`src/rtl/uart_transmitter.sv`:
```
// 8N1 UART transmitter: ready/valid byte input, LSB-first serial output, registered line.
// Define UART_TX_PARITY_EN to insert an even-parity bit between data bit 7 and the stop bit.
module uart_transmitter #(
    parameter int CPU_CLOCK_FREQ = 50_000_000,
    parameter int BAUD_RATE      = 115_200
) (
    input  logic       clk,
    input  logic       rst,
    input  logic [7:0] data_in,
    input  logic       data_in_valid,
    output logic       data_in_ready,
    output logic       serial_out
);

    localparam int SYMBOL_EDGE_TIME    = CPU_CLOCK_FREQ / BAUD_RATE;
    localparam int CLOCK_COUNTER_WIDTH = $clog2(SYMBOL_EDGE_TIME);
    localparam logic [CLOCK_COUNTER_WIDTH-1:0] TIMER_LAST =
        CLOCK_COUNTER_WIDTH'(SYMBOL_EDGE_TIME - 1);

    typedef enum logic [2:0] {
        IDLE,
        START,
        DATA,
`ifdef UART_TX_PARITY_EN
        PARITY,
`endif
        STOP
    } state_t;

    state_t                         state;
    logic [CLOCK_COUNTER_WIDTH-1:0] timer;
    logic [2:0]                     bit_idx;
    logic [7:0]                     shift_reg;

    // The line value for each symbol is loaded on the same edge that enters
    // that symbol, so serial_out changes in lockstep with the state.
    always_ff @(posedge clk) begin
        if (!rst) begin
            state         <= IDLE;
            serial_out    <= 1'b1;
            data_in_ready <= 1'b0;
            timer         <= '0;
            bit_idx       <= '0;
            shift_reg     <= '0;
        end else begin
            case (state)
                IDLE: begin
                    serial_out <= 1'b1;
                    if (data_in_valid && data_in_ready) begin
                        shift_reg     <= data_in;
                        state         <= START;
                        timer         <= '0;
                        bit_idx       <= '0;
                        serial_out    <= 1'b0;
                        data_in_ready <= 1'b0;
                    end else begin
                        data_in_ready <= 1'b1;
                    end
                end
                START: begin
                    if (timer == TIMER_LAST) begin
                        timer      <= '0;
                        state      <= DATA;
                        serial_out <= shift_reg[0];
                    end else begin
                        timer <= timer + CLOCK_COUNTER_WIDTH'(1);
                    end
                end
                DATA: begin
                    if (timer == TIMER_LAST) begin
                        timer <= '0;
                        if (bit_idx == 3'd7) begin
                            bit_idx <= '0;
`ifdef UART_TX_PARITY_EN
                            state      <= PARITY;
                            serial_out <= ^shift_reg;
`else
                            state      <= STOP;
                            serial_out <= 1'b1;
`endif
                        end else begin
                            bit_idx    <= bit_idx + 3'd1;
                            serial_out <= shift_reg[bit_idx + 3'd1];
                        end
                    end else begin
                        timer <= timer + CLOCK_COUNTER_WIDTH'(1);
                    end
                end
`ifdef UART_TX_PARITY_EN
                PARITY: begin
                    if (timer == TIMER_LAST) begin
                        timer      <= '0;
                        state      <= STOP;
                        serial_out <= 1'b1;
                    end else begin
                        timer <= timer + CLOCK_COUNTER_WIDTH'(1);
                    end
                end
`endif
                STOP: begin
                    serial_out <= 1'b1;
                    if (timer == TIMER_LAST) begin
                        timer         <= '0;
                        state         <= IDLE;
                        data_in_ready <= 1'b1;
                    end else begin
                        timer <= timer + CLOCK_COUNTER_WIDTH'(1);
                    end
                end
                default: begin
                    state         <= IDLE;
                    serial_out    <= 1'b1;
                    data_in_ready <= 1'b0;
                    timer         <= '0;
                    bit_idx       <= '0;
                end
            endcase
        end
    end

endmodule

```
`config.mk`:
```
export PLATFORM = sky130hd
export DESIGN_NAME = uart_transmitter
export DESIGN_NICKNAME = d
export VERILOG_FILES = /design/src/rtl/uart_transmitter.sv
export SDC_FILE = /design/constraint.sdc
export NUM_CORES = 1
export LEC_CHECK = 0
export ABC_AREA = 0
export BUFFER_PORTS_ARGS = -buffer_cell sky130_fd_sc_hd__buf_2
export CAP_MARGIN = 30
export CORE_MARGIN = 10
export CORE_UTILIZATION = 45
export DETAILED_ROUTE_END_ITERATION = 6
export PLACE_DENSITY = 0.63
export RECOVER_POWER = 50
export SLEW_MARGIN = 15
export SYNTH_ARGS = -nofsm -noshare
export SYNTH_HDL_FRONTEND = slang
export SYNTH_SLANG_ARGS = --single-unit
```
`constraint.sdc`:
```
create_clock -name clk -period 4 [get_ports clk]
set_clock_uncertainty 0.15 [all_clocks]
set_input_delay 0.4 -clock clk [delete_from_list [all_inputs] [get_ports clk]]
set_output_delay 0.4 -clock clk [all_outputs]
set_load 0.01 [all_outputs]
```
== Word level (Yosys, flattened, before mapping) ==
Cells that the tools add are included.
Widths: inputs -> output; s select.

* Register bits: 25
* Bits of input ports: 11
* Output and inout port bits: 2
* Logic and storage cells: 53

* Add/subtract/negate cells: 2
* Magnitude comparators: 1
* Eq/ne operators: 10
* Muxes and demuxes: 22
* Bitwise logic cells: 2
* Reduce and logical (&&, ||, !) cells: 10

{| class="wikitable"
|+ Operators with widths
! kind !! count
|-
| $mux 3 || 8
|-
| $mux 9 || 2
|-
| $pmux 9 s2 || 1
|-
| $pmux 3 s4 || 1
|-
| $ne 2x2->1 const B || 5
|-
| $add 9x1->9 const B || 1
|-
| $eq 9x9->1 const B || 1
|-
| $pmux 3 s3 || 1
|-
| $eq 3x2->1 const B || 2
|-
| $mux 1 || 6
|-
| $pmux 1 s3 || 2
|-
| $reduce_and 2->1 || 3
|-
| $reduce_and 5->1 || 1
|-
| $lt 3x4->1 const B || 1
|-
| $reduce_or 2->1 || 2
|-
| $add 3x1->3 const B || 1
|-
| $bmux 1 s3 || 1
|-
| $eq 3x1->1 const B || 1
|-
| $eq 3x3->1 const B || 1
|-
| $logic_not 3->1 || 1
|-
| $reduce_and 3->1 || 1
|-
| $reduce_or 3->1 || 1
|-
| $not 1->1 || 2
|-
| $logic_and 1x1->1 || 1
|}

== Depth between registers and ports, before layout ==
* Word-level depth: 6
* Mapped depth: 7
* Gate-level depth less buffers: 6

== Worst setup path after synthesis ==
Ideal clock, no wire load.

* Path kind: register -> register
* Start: register bit_idx[0]
* End: register serial_out
* Setup time: 0.130 ns
* Arrival time: 1.694 ns
* Required time: 3.720 ns
* Slack: 2.025 ns
* Stages on the path, launching flop included: 6
* Buffers on the path: 0
* Period minus slack after synthesis: 1.975 ns
* Cell sequence: dfxtp_1 > ha_1 > mux2_2 > a31o_2 > a2111oi_0 > o41ai_1

* Word-level cells in the longest chain between the ends: 6
* Elaborated cells between the ends (all ways): 7
* Those cells by class: add/sub: 1; eq/ne: 1; mux: 5

{| class="wikitable"
|+ RTL lines
! item !! RTL line !! source
|-
| from (decl) || 32 || <nowiki>logic [2:0] bit_idx;</nowiki>
|-
| from (signal assigned) || 82 || <nowiki>bit_idx <= bit_idx + 3'd1;</nowiki>
|-
| $add 3x1->3 || 83 || <nowiki>serial_out <= shift_reg[bit_idx + 3'd1];</nowiki>
|-
| $bmux 1 s3 || 83 ||
|-
| $mux 1 (not written as such) || 83 ||
|-
| $mux 1 * || 72 || <nowiki>if (bit_idx == 3'd7) begin</nowiki>
|-
| $mux 1 * || 70 || <nowiki>if (timer == TIMER_LAST) begin</nowiki>
|-
| $pmux 1 s3 * || 46 || <nowiki>case (state)</nowiki>
|-
| to (signal assigned) || 64 || <nowiki>serial_out <= shift_reg[0];</nowiki>
|-
| to (signal assigned) || 83 ||
|-
| to (decl) || 12 || <nowiki>output logic serial_out</nowiki>
|}

Mark *: on every way between the ends. The rest lies on a longest branch, timed or not. The select of a mux whose other input is x is not followed.
A chain may end at the register's enable or synchronous reset.

== Worst setup path in the final report ==
Ends and elaborated chain as after synthesis.

==> summary.md <==
| Metric | Value |
|---|---|
| Cell variety after synth | 37 |
| GR Util met2 | 0.171 |
| Highest Clock Rate | approximately 0.46 GHz |
| Critical Path RT | 4.05 ns |
| Max_cap viols | 0 |
| Sequential element share of the synthesized area | 0.382 |
| Sw power | ~250 uW |
| Cts repair resizes | 0 |
| Clock Power Share | 0.157 |
| Share of cells above drive strength 1 | 0.143 |
| CTS H-tree depth | 1 |
| CTS Buf Count | 3 |
| Root Buffer Master | clkbuf_4 |
| Mean Syn Cell Area | between 9 and 10 um2 |
| Initial antenna violation count | 0 |
| Critical path arrival | 2.24 ns |
| Gr busiest metal | met2 |
| Core area | around 0.0027 mm2 |
| Mapped cell area | around 0.0013 mm2 |
| Final Net Count | approximately 170 |
| DR vias/cell | roughly 5.6 |
| Worst-Margin Slew | around 0.62 ns |
| Register area | approximately 480 um2 |
| Hold Buf Count CTS | 0 |
| Initial DRT Pass Iterations | 4 |
| Status | finished clean |
| Startpoint types | flop |
| # DRC | 0 |
| Cells on worst reg2reg path | 5 |
| Largest net degree at the start of global routing | 15 |
| R2R Path Start | bit_idx[0] |
| Die area | 0.00530 mm2 |
| Multi-input logic area | between 700 and 800 um2 |
| Slew headroom | 0.582 |
| Critical path fanouts, max | 6 |
| Postcts setup bufs | 0 |
| Detailed Route WL | ~2.5 mm |
| Wire per inst | 13.9 um |
| Peak supply drop | about 260 uV |
| Io pins | 13 |
| Syn Nets | roughly 150 |
| Worst setup EP type | flop |
| Clock Sinks | 24 |
| WHS | approximately 0.17 ns |
| PortBufs | 12 |
| Clock buffer depth | 2 |
| Power Density | 482 mW/mm2 |
| Sw Ratio | 0.372 |
| Vias in the first global route | around 1000 |
| Setup TNS | 0 ns |
| Register share of total power | 0.453 |
| Yosys reg bits | 24 |
| Gate power share | 0.390 |
| Met1 GRT Util | 0.111 |
| Synth Instances | approximately 130 |
| Clk_lat worst skew | a little over 0.3 ns |
| Die height | 72.8 um |
| Pleak | 0.000552 uW |
| Share of flip-flops with an asynchronous set or reset | 0 |
| Crit share post-route | 0.548 |
| CTS tree | built |
| CP endpoint | serial_out |
| Setup-failing EPs final | 0 |
| # diodes | 0 |
| Critical setup path kind | flop to flop |
| Global-route wire length before repair | 4.26 mm |
| Detailed Route Iter0 Violations | around 120 |
| Max reg flops | 9 |
| Post-DRT Antenna Nets | 0 |
| Min Tclk post-route | about 2.2 ns |
| Reg clk slew, reported paths | about 0.13 ns |
| Inst Count DP | about 180 |
| Routability cong. | 0.834 |
| Post-synth EDFFs | 0 |
| Die Wd | around 73 um |
| Synth-to-layout area growth | 9.06% |
| GRT Total Usage | 0.0965 |
| Final Hold Fails | 0 |
| Via count | about 990 |
| Initial Utilization | 0.464 |
| Placed wire-length estimate | between 1.5 and 2 mm |
| Final Non-Filler Cells | 178 |
| Yosys warning total | 0 |
| Std-Cell Rows | 19 |
| Met3 Use GR | 0.0177 |
| Hold Crit Class | primary input to flop |
| Critical Path Source | bit_idx[0] |
| Internal reg-to-reg setup slack | 1.81 ns |
| Reg2reg end | serial_out |
| Hold path start | data_in[4] |
| Max-slew violations | 0 |
| RSZ-0062 raised after global routing | no |
| Gr ovfl total | 0 |
| Cell internal pwr | roughly 410 uW |
| Filler cells | 276 |
| Primary FF master, synth | dfxtp_1 |
[power groups by stage]
stage	registers, uW	logic [uW]	clock network (uW)
2_1_floorplan	303	197	0
3_3_place_gp	305	261	0
3_5_place_dp	305	265	0
4_1_cts	299	267	109
5_1_grt	305	288	118
6_report	299	257	103
[worst min path at each step]
stage	to	cells after the start
6_report	shift_reg[4]	3
5_1_grt	shift_reg[5]	3
4_1_cts	shift_reg[4]	3
3_5_place_dp	bit_idx[2]	2
3_3_place_gp	bit_idx[2]	2
2_1_floorplan	bit_idx[1]	2
[layer usage]
layer / vias up / part of all wire
met5: - / 0
met4: 0 / 0.0081
met3: 2 / 0.031
met2: 16 / 0.49
met1: 463 / 0.47
li1: 512 / -
[cells by family (layout without fill, tap and decap cells)]
| logic type | after synthesis | in the layout | share of synthesized area |
|---|---|---|---|
| flip-flops | 24 | 24 | 0.382 |
| adder cells (fa/ha/maj) | 9 | 9 | 0.0896 |
| AND/OR/NAND/NOR | 51 | 51 | 0.224 |
| AO/OA/AOI/OAI | 23 | 23 | 0.127 |
| multiplexers | 11 | 11 | 0.0986 |
| XOR/XNOR | 8 | 8 | 0.0558 |
| buffers and inverters | 7 | 21 | 0.0219 |
[worst max-delay path, cell delays in order, from the launching register on]
cell       delay (ns)
dfxtp_1          0.38
ha_1             0.40
mux2_2           0.36
a31o_2           0.23
a2111oi_0        0.45
o41ai_1          0.11
[cell usage in the layout, fill, tap and decap left out]
cell type	netlist	routed
nor4b_1	4	4
a21boi_0	2	2
nor2_1	20	20
o32ai_1	1	1
clkbuf_4	0	3
dfxtp_1	24	24
xnor2_1	5	5
ha_1	9	9
or4b_1	1	1
a21oi_1	6	6
nor3_1	5	5
nand4_1	5	5
nand4b_1	2	2
nor2b_1	1	1
or3_1	1	1
a21bo_2	1	1
xor2_1	3	3
buf_2	1	10
nor4b_4	1	1
o31ai_1	2	2
o41ai_1	1	1
o21ai_0	3	3
o21a_1	1	1
a21oi_2	1	1
a211oi_1	1	1
and4_1	1	1
inv_1	5	5
clkbuf_1	1	3
a2111oi_0	1	1
mux2i_1	9	9
o311a_2	1	1
mux4_2	1	1
nand2_1	8	8
nand3_1	1	1
and2_2	1	1
mux2_2	1	1
a31o_2	1	1
o21ai_1	1	1
[per-stage QoR]
step	instance area, um2	total power [uW]	util	setup WS [ns]
finish	1370	660	0.506	1.81
global route	1370	711	0.506	1.52
CTS	1380	676	0.508	1.82
detailed placement	1350	570	0.500	1.83
global placement	1350	566	0.500	1.92
floorplan	1260	500	-	2.03
[cell usage after synthesis (all sizes together) (2+ instances only)]
library cell,n,area share
a21boi,2,0.012
a21oi,7,0.031
dfxtp,24,0.38
ha,9,0.090
inv,5,0.015
mux2i,9,0.072
nand2,8,0.024
nand4,5,0.025
nand4b,2,0.014
nor2,20,0.060
nor3,5,0.020
nor4b,5,0.047
o21ai,4,0.016
o31ai,2,0.012
xnor2,5,0.035
xor2,3,0.021
[layout make-up]
cell class / count / share of cell area
flip-flops and latches: 24 / 0.351
repair buffers: 13 / 0.0447
clock buffers: 3 / 0.0164
inverters: 5 / 0.0137
well taps: 31 / 0.0283
multi-input cells: 102 / 0.546
Power figures use the tool's default switching activity.
